`src/rtl/mem_arbiter_if.sv`:
```
// Bundle of every handshake and RAM signal around the arbiter.
// Pure wiring; no latency of its own.
// Backpressure is carried by the i_ready / d_ready lines inside the bundle.
interface mem_arbiter_if #(
    parameter int ADDR_WIDTH = 12
);
    // instruction fetch requester
    logic                  i_req;
    logic [31:0]           i_addr;
    logic                  i_ready;
    logic                  i_rvalid;
    logic [31:0]           i_rdata;
    // load/store requester
    logic                  d_req;
    logic                  d_we;
    logic [3:0]            d_wmask;
    logic [31:0]           d_addr;
    logic [31:0]           d_wdata;
    logic                  d_ready;
    logic                  d_rvalid;
    logic [31:0]           d_rdata;
    // block RAM port
    logic                  mem_en;
    logic [3:0]            mem_we;
    logic [ADDR_WIDTH-1:0] mem_addr;
    logic [31:0]           mem_wdata;
    logic [31:0]           mem_rdata;

    // arbiter side
    modport slave (
        input  i_req, i_addr, d_req, d_we, d_wmask, d_addr, d_wdata, mem_rdata,
        output i_ready, i_rvalid, i_rdata, d_ready, d_rvalid, d_rdata,
        output mem_en, mem_we, mem_addr, mem_wdata
    );

    // requesters plus RAM side
    modport master (
        output i_req, i_addr, d_req, d_we, d_wmask, d_addr, d_wdata, mem_rdata,
        input  i_ready, i_rvalid, i_rdata, d_ready, d_rvalid, d_rdata,
        input  mem_en, mem_we, mem_addr, mem_wdata
    );
endinterface

```
`src/rtl/mem_arbiter.sv`:
```
// Round-robin arbiter sharing one sync-read RAM between fetch and load/store.
// Read: ready in N, rvalid in N+1, next grant N+2. Store: written in N, next grant N+1.
// Requesters hold req until ready; no grant is issued while a read response is pending.
module mem_arbiter #(
    parameter int ADDR_WIDTH = 12
) (
    input  logic          clk,
    input  logic          reset,
    mem_arbiter_if.slave  bus
);

    localparam logic [1:0] IDLE   = 2'd0;
    localparam logic [1:0] I_RESP = 2'd1;
    localparam logic [1:0] D_RESP = 2'd2;

    logic [1:0] state_q, state_d;
    logic       last_d_q, last_d_d;   // 1 = data side was served last
    logic       oor_q, oor_d;         // pending read targeted an out-of-range address
    logic       grant_i, grant_d;
    logic       i_oor, d_oor;

    // Byte-offset bits never reach the word-addressed RAM.
    logic unused_addr_bits;
    assign unused_addr_bits = ^{bus.i_addr[1:0], bus.d_addr[1:0]};

    // Any address bit above the RAM's word range marks the access out of range.
    always_comb begin
        i_oor = |bus.i_addr[31:ADDR_WIDTH+2];
        d_oor = |bus.d_addr[31:ADDR_WIDTH+2];
    end

    // Arbitration, RAM drive and response muxing; everything is gated off in reset.
    always_comb begin
        grant_i       = 1'b0;
        grant_d       = 1'b0;
        state_d       = IDLE;
        last_d_d      = last_d_q;
        oor_d         = 1'b0;
        bus.i_ready   = 1'b0;
        bus.d_ready   = 1'b0;
        bus.i_rvalid  = 1'b0;
        bus.d_rvalid  = 1'b0;
        bus.i_rdata   = 32'h0;
        bus.d_rdata   = 32'h0;
        bus.mem_en    = 1'b0;
        bus.mem_we    = 4'h0;
        bus.mem_addr  = '0;
        bus.mem_wdata = 32'h0;

        if (!reset && state_q == IDLE) begin
            // a tie goes to whichever side was not served last
            if (bus.i_req && (!bus.d_req || last_d_q)) begin
                grant_i = 1'b1;
            end else if (bus.d_req) begin
                grant_d = 1'b1;
            end
        end

        if (grant_i) begin
            bus.i_ready  = 1'b1;
            bus.mem_addr = bus.i_addr[ADDR_WIDTH+1:2];
            bus.mem_en   = !i_oor;
            state_d      = I_RESP;
            oor_d        = i_oor;
            last_d_d     = 1'b0;
        end

        if (grant_d) begin
            bus.d_ready  = 1'b1;
            bus.mem_addr = bus.d_addr[ADDR_WIDTH+1:2];
            last_d_d     = 1'b1;
            if (bus.d_we) begin
                // empty mask or out-of-range store is accepted but touches nothing
                bus.mem_en    = !d_oor && (|bus.d_wmask);
                bus.mem_we    = d_oor ? 4'h0 : bus.d_wmask;
                bus.mem_wdata = bus.d_wdata;
            end else begin
                bus.mem_en = !d_oor;
                state_d    = D_RESP;
                oor_d      = d_oor;
            end
        end

        if (!reset && state_q == I_RESP) begin
            bus.i_rvalid = 1'b1;
            bus.i_rdata  = oor_q ? 32'h0 : bus.mem_rdata;
        end

        if (!reset && state_q == D_RESP) begin
            bus.d_rvalid = 1'b1;
            bus.d_rdata  = oor_q ? 32'h0 : bus.mem_rdata;
        end
    end

    // State, fairness pointer and range flag; reset drops any pending response.
    always_ff @(posedge clk) begin
        if (reset) begin
            state_q  <= IDLE;
            last_d_q <= 1'b1;
            oor_q    <= 1'b0;
        end else begin
            state_q  <= state_d;
            last_d_q <= last_d_d;
            oor_q    <= oor_d;
        end
    end

endmodule
```
`src/flat_wrapper.sv`:
```
// flat-port wrapper written by rule: the top's interface ports become plain ports
module mem_arbiter_flat 
#(
    parameter int ADDR_WIDTH = 12
)
  (clk, reset, bus_i_req, bus_i_addr, bus_d_req, bus_d_we, bus_d_wmask, bus_d_addr, bus_d_wdata, bus_mem_rdata, bus_i_ready, bus_i_rvalid, bus_i_rdata, bus_d_ready, bus_d_rvalid, bus_d_rdata, bus_mem_en, bus_mem_we, bus_mem_addr, bus_mem_wdata);
  mem_arbiter_if #(.ADDR_WIDTH(ADDR_WIDTH)) bus_i ();
  input  logic clk;
  input  logic reset;
  input wire logic [$bits(bus_i.i_req)-1:0] bus_i_req;
  input wire logic [$bits(bus_i.i_addr)-1:0] bus_i_addr;
  input wire logic [$bits(bus_i.d_req)-1:0] bus_d_req;
  input wire logic [$bits(bus_i.d_we)-1:0] bus_d_we;
  input wire logic [$bits(bus_i.d_wmask)-1:0] bus_d_wmask;
  input wire logic [$bits(bus_i.d_addr)-1:0] bus_d_addr;
  input wire logic [$bits(bus_i.d_wdata)-1:0] bus_d_wdata;
  input wire logic [$bits(bus_i.mem_rdata)-1:0] bus_mem_rdata;
  output wire logic [$bits(bus_i.i_ready)-1:0] bus_i_ready;
  output wire logic [$bits(bus_i.i_rvalid)-1:0] bus_i_rvalid;
  output wire logic [$bits(bus_i.i_rdata)-1:0] bus_i_rdata;
  output wire logic [$bits(bus_i.d_ready)-1:0] bus_d_ready;
  output wire logic [$bits(bus_i.d_rvalid)-1:0] bus_d_rvalid;
  output wire logic [$bits(bus_i.d_rdata)-1:0] bus_d_rdata;
  output wire logic [$bits(bus_i.mem_en)-1:0] bus_mem_en;
  output wire logic [$bits(bus_i.mem_we)-1:0] bus_mem_we;
  output wire logic [$bits(bus_i.mem_addr)-1:0] bus_mem_addr;
  output wire logic [$bits(bus_i.mem_wdata)-1:0] bus_mem_wdata;
  assign bus_i.i_req = bus_i_req;
  assign bus_i.i_addr = bus_i_addr;
  assign bus_i.d_req = bus_d_req;
  assign bus_i.d_we = bus_d_we;
  assign bus_i.d_wmask = bus_d_wmask;
  assign bus_i.d_addr = bus_d_addr;
  assign bus_i.d_wdata = bus_d_wdata;
  assign bus_i.mem_rdata = bus_mem_rdata;
  assign bus_i_ready = bus_i.i_ready;
  assign bus_i_rvalid = bus_i.i_rvalid;
  assign bus_i_rdata = bus_i.i_rdata;
  assign bus_d_ready = bus_i.d_ready;
  assign bus_d_rvalid = bus_i.d_rvalid;
  assign bus_d_rdata = bus_i.d_rdata;
  assign bus_mem_en = bus_i.mem_en;
  assign bus_mem_we = bus_i.mem_we;
  assign bus_mem_addr = bus_i.mem_addr;
  assign bus_mem_wdata = bus_i.mem_wdata;
  mem_arbiter #(.ADDR_WIDTH(ADDR_WIDTH)) u_core (.clk(clk), .reset(reset), .bus(bus_i));
endmodule
```
`config.mk`:
```
export PLATFORM = sky130hd
export DESIGN_NAME = mem_arbiter_flat
export DESIGN_NICKNAME = d
export VERILOG_FILES = /design/src/rtl/mem_arbiter_if.sv /design/src/rtl/mem_arbiter.sv /design/src/flat_wrapper.sv
export SDC_FILE = /design/constraint.sdc
export NUM_CORES = 1
export LEC_CHECK = 0
export CORE_AREA = 10 10 91 93
export CTS_BUF_LIST = sky130_fd_sc_hd__clkbuf_4
export DETAILED_ROUTE_END_ITERATION = 7
export DIE_AREA = 0 0 101 103
export PLACE_DENSITY = 0.92
export SYNTH_ARGS = -nofsm -noshare
export SYNTH_HDL_FRONTEND = slang
export SYNTH_SLANG_ARGS = --single-unit
```
`constraint.sdc`:
```
create_clock -name clk -period 1.97 [get_ports clk]
set_input_delay 0.4925 -clock clk [delete_from_list [all_inputs] [get_ports clk]]
set_output_delay 0.4925 -clock clk [all_outputs]
set_load 0.01 [all_outputs]
```
==> impl_metrics.env <==
export IMPL_outcome="finished, violations left"
export IMPL_violations="setup timing"
export IMPL_clock_sinks=4
export IMPL_num_vias=2886
export IMPL_rsz0062_at_grt="true"
export IMPL_io_buffers=249
export IMPL_placed_cell_area_um2=3825
export IMPL_overflow=0
export IMPL_cts_buffer_depth=2
export IMPL_max_stage_delay_ps=350
export IMPL_drt_drc_violations_left=0
export IMPL_grt_pass1_wl_mm=17.88
export IMPL_row_count=30
export IMPL_grt_pass1_vias=3219
export IMPL_start_util_pct=18.10
export IMPL_crit_required_ps=1480
export IMPL_synth_distinct_cells=28
export IMPL_worstPathArrival_ps=1780
export IMPL_diodes=0
export IMPL_htreeDepth=1
export IMPL_ys_flop_type="dfxtp_1"
export IMPL_syn_inst=204
export IMPL_drt_total_wl_mm=14.22
export IMPL_postLayoutSetupSlackWorst_ps=-301.2
export IMPL_antenna_found_initial=0
export IMPL_max_slew_margin_rel_pct=79.90
export IMPL_syn_area_per_cell_um2=5.827
export IMPL_p_per_area_nw_per_um2=212.7
export IMPL_dieArea_um2=10400
export IMPL_path_max_fanout=7
export IMPL_crit_top_cell="buf_6"
export IMPL_yosys_area_top_type="nor2_1"
export IMPL_core_area_um2=6569
export IMPL_yosys_warnings=0
export IMPL_first_pass_iters=4
export IMPL_post_synth_top_count_cell="nor2_1"
export IMPL_clk_root_buffer_cell="clkbuf_4"
export IMPL_synth_top_area_share_pct=21.47
export IMPL_clock_latency_ps=250
export IMPL_track_usage_pct=22.08
export IMPL_path_delay_family="buffers and inverters"
export IMPL_hold_buffers=0
export IMPL_fmax_ghz=0.4403
export IMPL_die_h_um=103
export IMPL_finalClockSkew_ps=2.207
export IMPL_place_gp_congestion=0.7968
export IMPL_r2r_start="u_core.state_q[0]"
export IMPL_nets=639
export IMPL_min_from="reset"
export IMPL_endpoint_kind="output pin"
export IMPL_start_kind="flop"
export IMPL_post_dp_hpwl_mm=8.621
export IMPL_synth_seq_cells=4
export IMPL_viasPerCell=4.976
export IMPL_layout_drive_gt1_share_pct=63.20
export IMPL_synth_commonest_cells="nor2_1, and3_1, nand2b_1"
export IMPL_path_class="reg2out"
export IMPL_crit_chain="buf_6 > buf_6 > buf_6 > nor2_4 > nand2_4 > buf_12 > buf_12 > buf_6 > nor2_1 > buf_2"
export IMPL_areaGrowthSynthToFinish_pct=343.4
export IMPL_max_cap_viol_count=0
export IMPL_worst_path_buf_inv=7
export IMPL_synth_area_um2=1189
export IMPL_dp_cells=526
export IMPL_drtIter0Drc=54
export IMPL_syn_nets=341
export IMPL_layout_cells_non_filler=580
export IMPL_finalSetupViolCount=115
export IMPL_hold_path_class="in2reg"
export IMPL_cts_tree="done"
export IMPL_clkTransAtPathRegs_ps=40
export IMPL_numCtsBuffers=3
export IMPL_p_leak_nw=2.390
export IMPL_fp_dieW_um=101
export IMPL_yosys_top_cells_area="nor2_1, and3_1, nand2b_1"
export IMPL_place_ws_ps=-957.2
export IMPL_hold_viol=0
export IMPL_synthArstFlopShare_pct=0
export IMPL_final_cell_area_um2=5270
export IMPL_critPathSlowestCell="dfxtp_4"
export IMPL_critical_path_startpoint="u_core.state_q[0]"
export IMPL_synth_edf_count=0
export IMPL_wire_per_inst_um=24.52
export IMPL_finalCritPeriodShare_pct=115.3
export IMPL_synth_seq_area_share_pct=6.737
export IMPL_final_max_slew_viol_count=0
export IMPL_pin_count=254
export IMPL_peakVddDrop_v=0.0001904
export IMPL_ant_nets=0
export IMPL_period_minus_slack_ps=2271
export IMPL_grt_max_degree=33
export IMPL_worst_pin_slew_ps=297.6
-- where the power goes --
part / total [W] / internal [W] / switching, W / leakage (nW)
Clock: 0.000113 / 0.0000688 / 0.0000439 / 0.0138
Sequential: 0.0000929 / 0.0000864 / 0.00000646 / 0.0345
Combinational: 0.000915 / 0.000537 / 0.000379 / 2.34
Total: 0.00112 / 0.000692 / 0.000429 / 2.39
-- placed cells by master (no fill, tap or decap), types with 4 or more instances in the layout --
| cell type | synthesis | final |
|---|---|---|
| dlygate4sd2_1 | 0 | 4 |
| nand2b_1 | 32 | 32 |
| buf_6 | 1 | 121 |
| clkdlybuf4s50_1 | 0 | 91 |
| nor2_4 | 0 | 47 |
| buf_2 | 4 | 36 |
| dlymetal6s2s_1 | 0 | 13 |
| buf_12 | 0 | 13 |
| a22o_1 | 12 | 12 |
| buf_4 | 3 | 14 |
| nor2_1 | 68 | 10 |
| nor4_2 | 0 | 6 |
| and3_4 | 0 | 32 |
| clkdlybuf4s15_1 | 0 | 6 |
| buf_16 | 0 | 9 |
| nor2_2 | 0 | 11 |
-- final cells by class --
cell class	count	area (um2)
sequential	4	87.58
clock buffer	3	22.52
timing repair buffer	312	3369
tap	80	100.1
inverter	2	15.01
multi-input combinational	179	1675
fill	387	1299
-- worst min-delay path, cell delays in order --
cell and delay, ps:
buf_2 110, buf_4 160, nor3_1 60
-- path summary, 6_finish.rpt --
check                           end  slack (ps)  cells past startpoint
setup / recovery     bus_d_rdata[6]        -300                     10
hold / removal    u_core.state_q[0]         620                      3
setup reg to reg       u_core.oor_q         580                      6
hold reg to reg     u_core.last_d_q         640                      2
-- flip-flops by register name, summed over array words and instances (netlist names) --
name / flops
u_core.last_d_q: 1
u_core.state_q: 2
u_core.oor_q: 1
-- per-layer routing --
metal,wire (um),global-route usage [%],vias to the layer above
li1,-,-,1294
met1,4627,19.54,1377
met2,7963,44.52,190
met3,1387,8.579,25
met4,243,6.431,0
met5,0,0,-
-- cell families (layout without fill, tap and decap cells) --
group | after synthesis | in the layout | synth area share [%]
buffers and inverters | 21 | 317 | 8.737
and+or+nand+nor | 162 | 162 | 72.52
DFF | 4 | 4 | 6.737
AOI/OAI and AO/OA | 17 | 17 | 12.00
-- stage by stage --
step	setup TNS, ps	utilization (%)	hold slack, ps	total power (W)
2_1_floorplan	0	-	483.1	0.0002811
3_3_place_gp	-85320	58.23	548.9	0.0007018
3_5_place_dp	-89450	58.23	597.6	0.0007183
4_1_cts	-19710	73.05	620.2	0.001049
5_1_grt	-21860	80.23	637.9	0.001168
6_report	-16720	80.23	618.4	0.001121
-- timing repair --
item,4_1_cts,5_1_grt
cloned,16,0
pin swaps,82,34
endpoints found under the setup margin,117,117
gates resized for setup,734,158
buffers inserted,39,13
(Power assumes the default switching activity.)
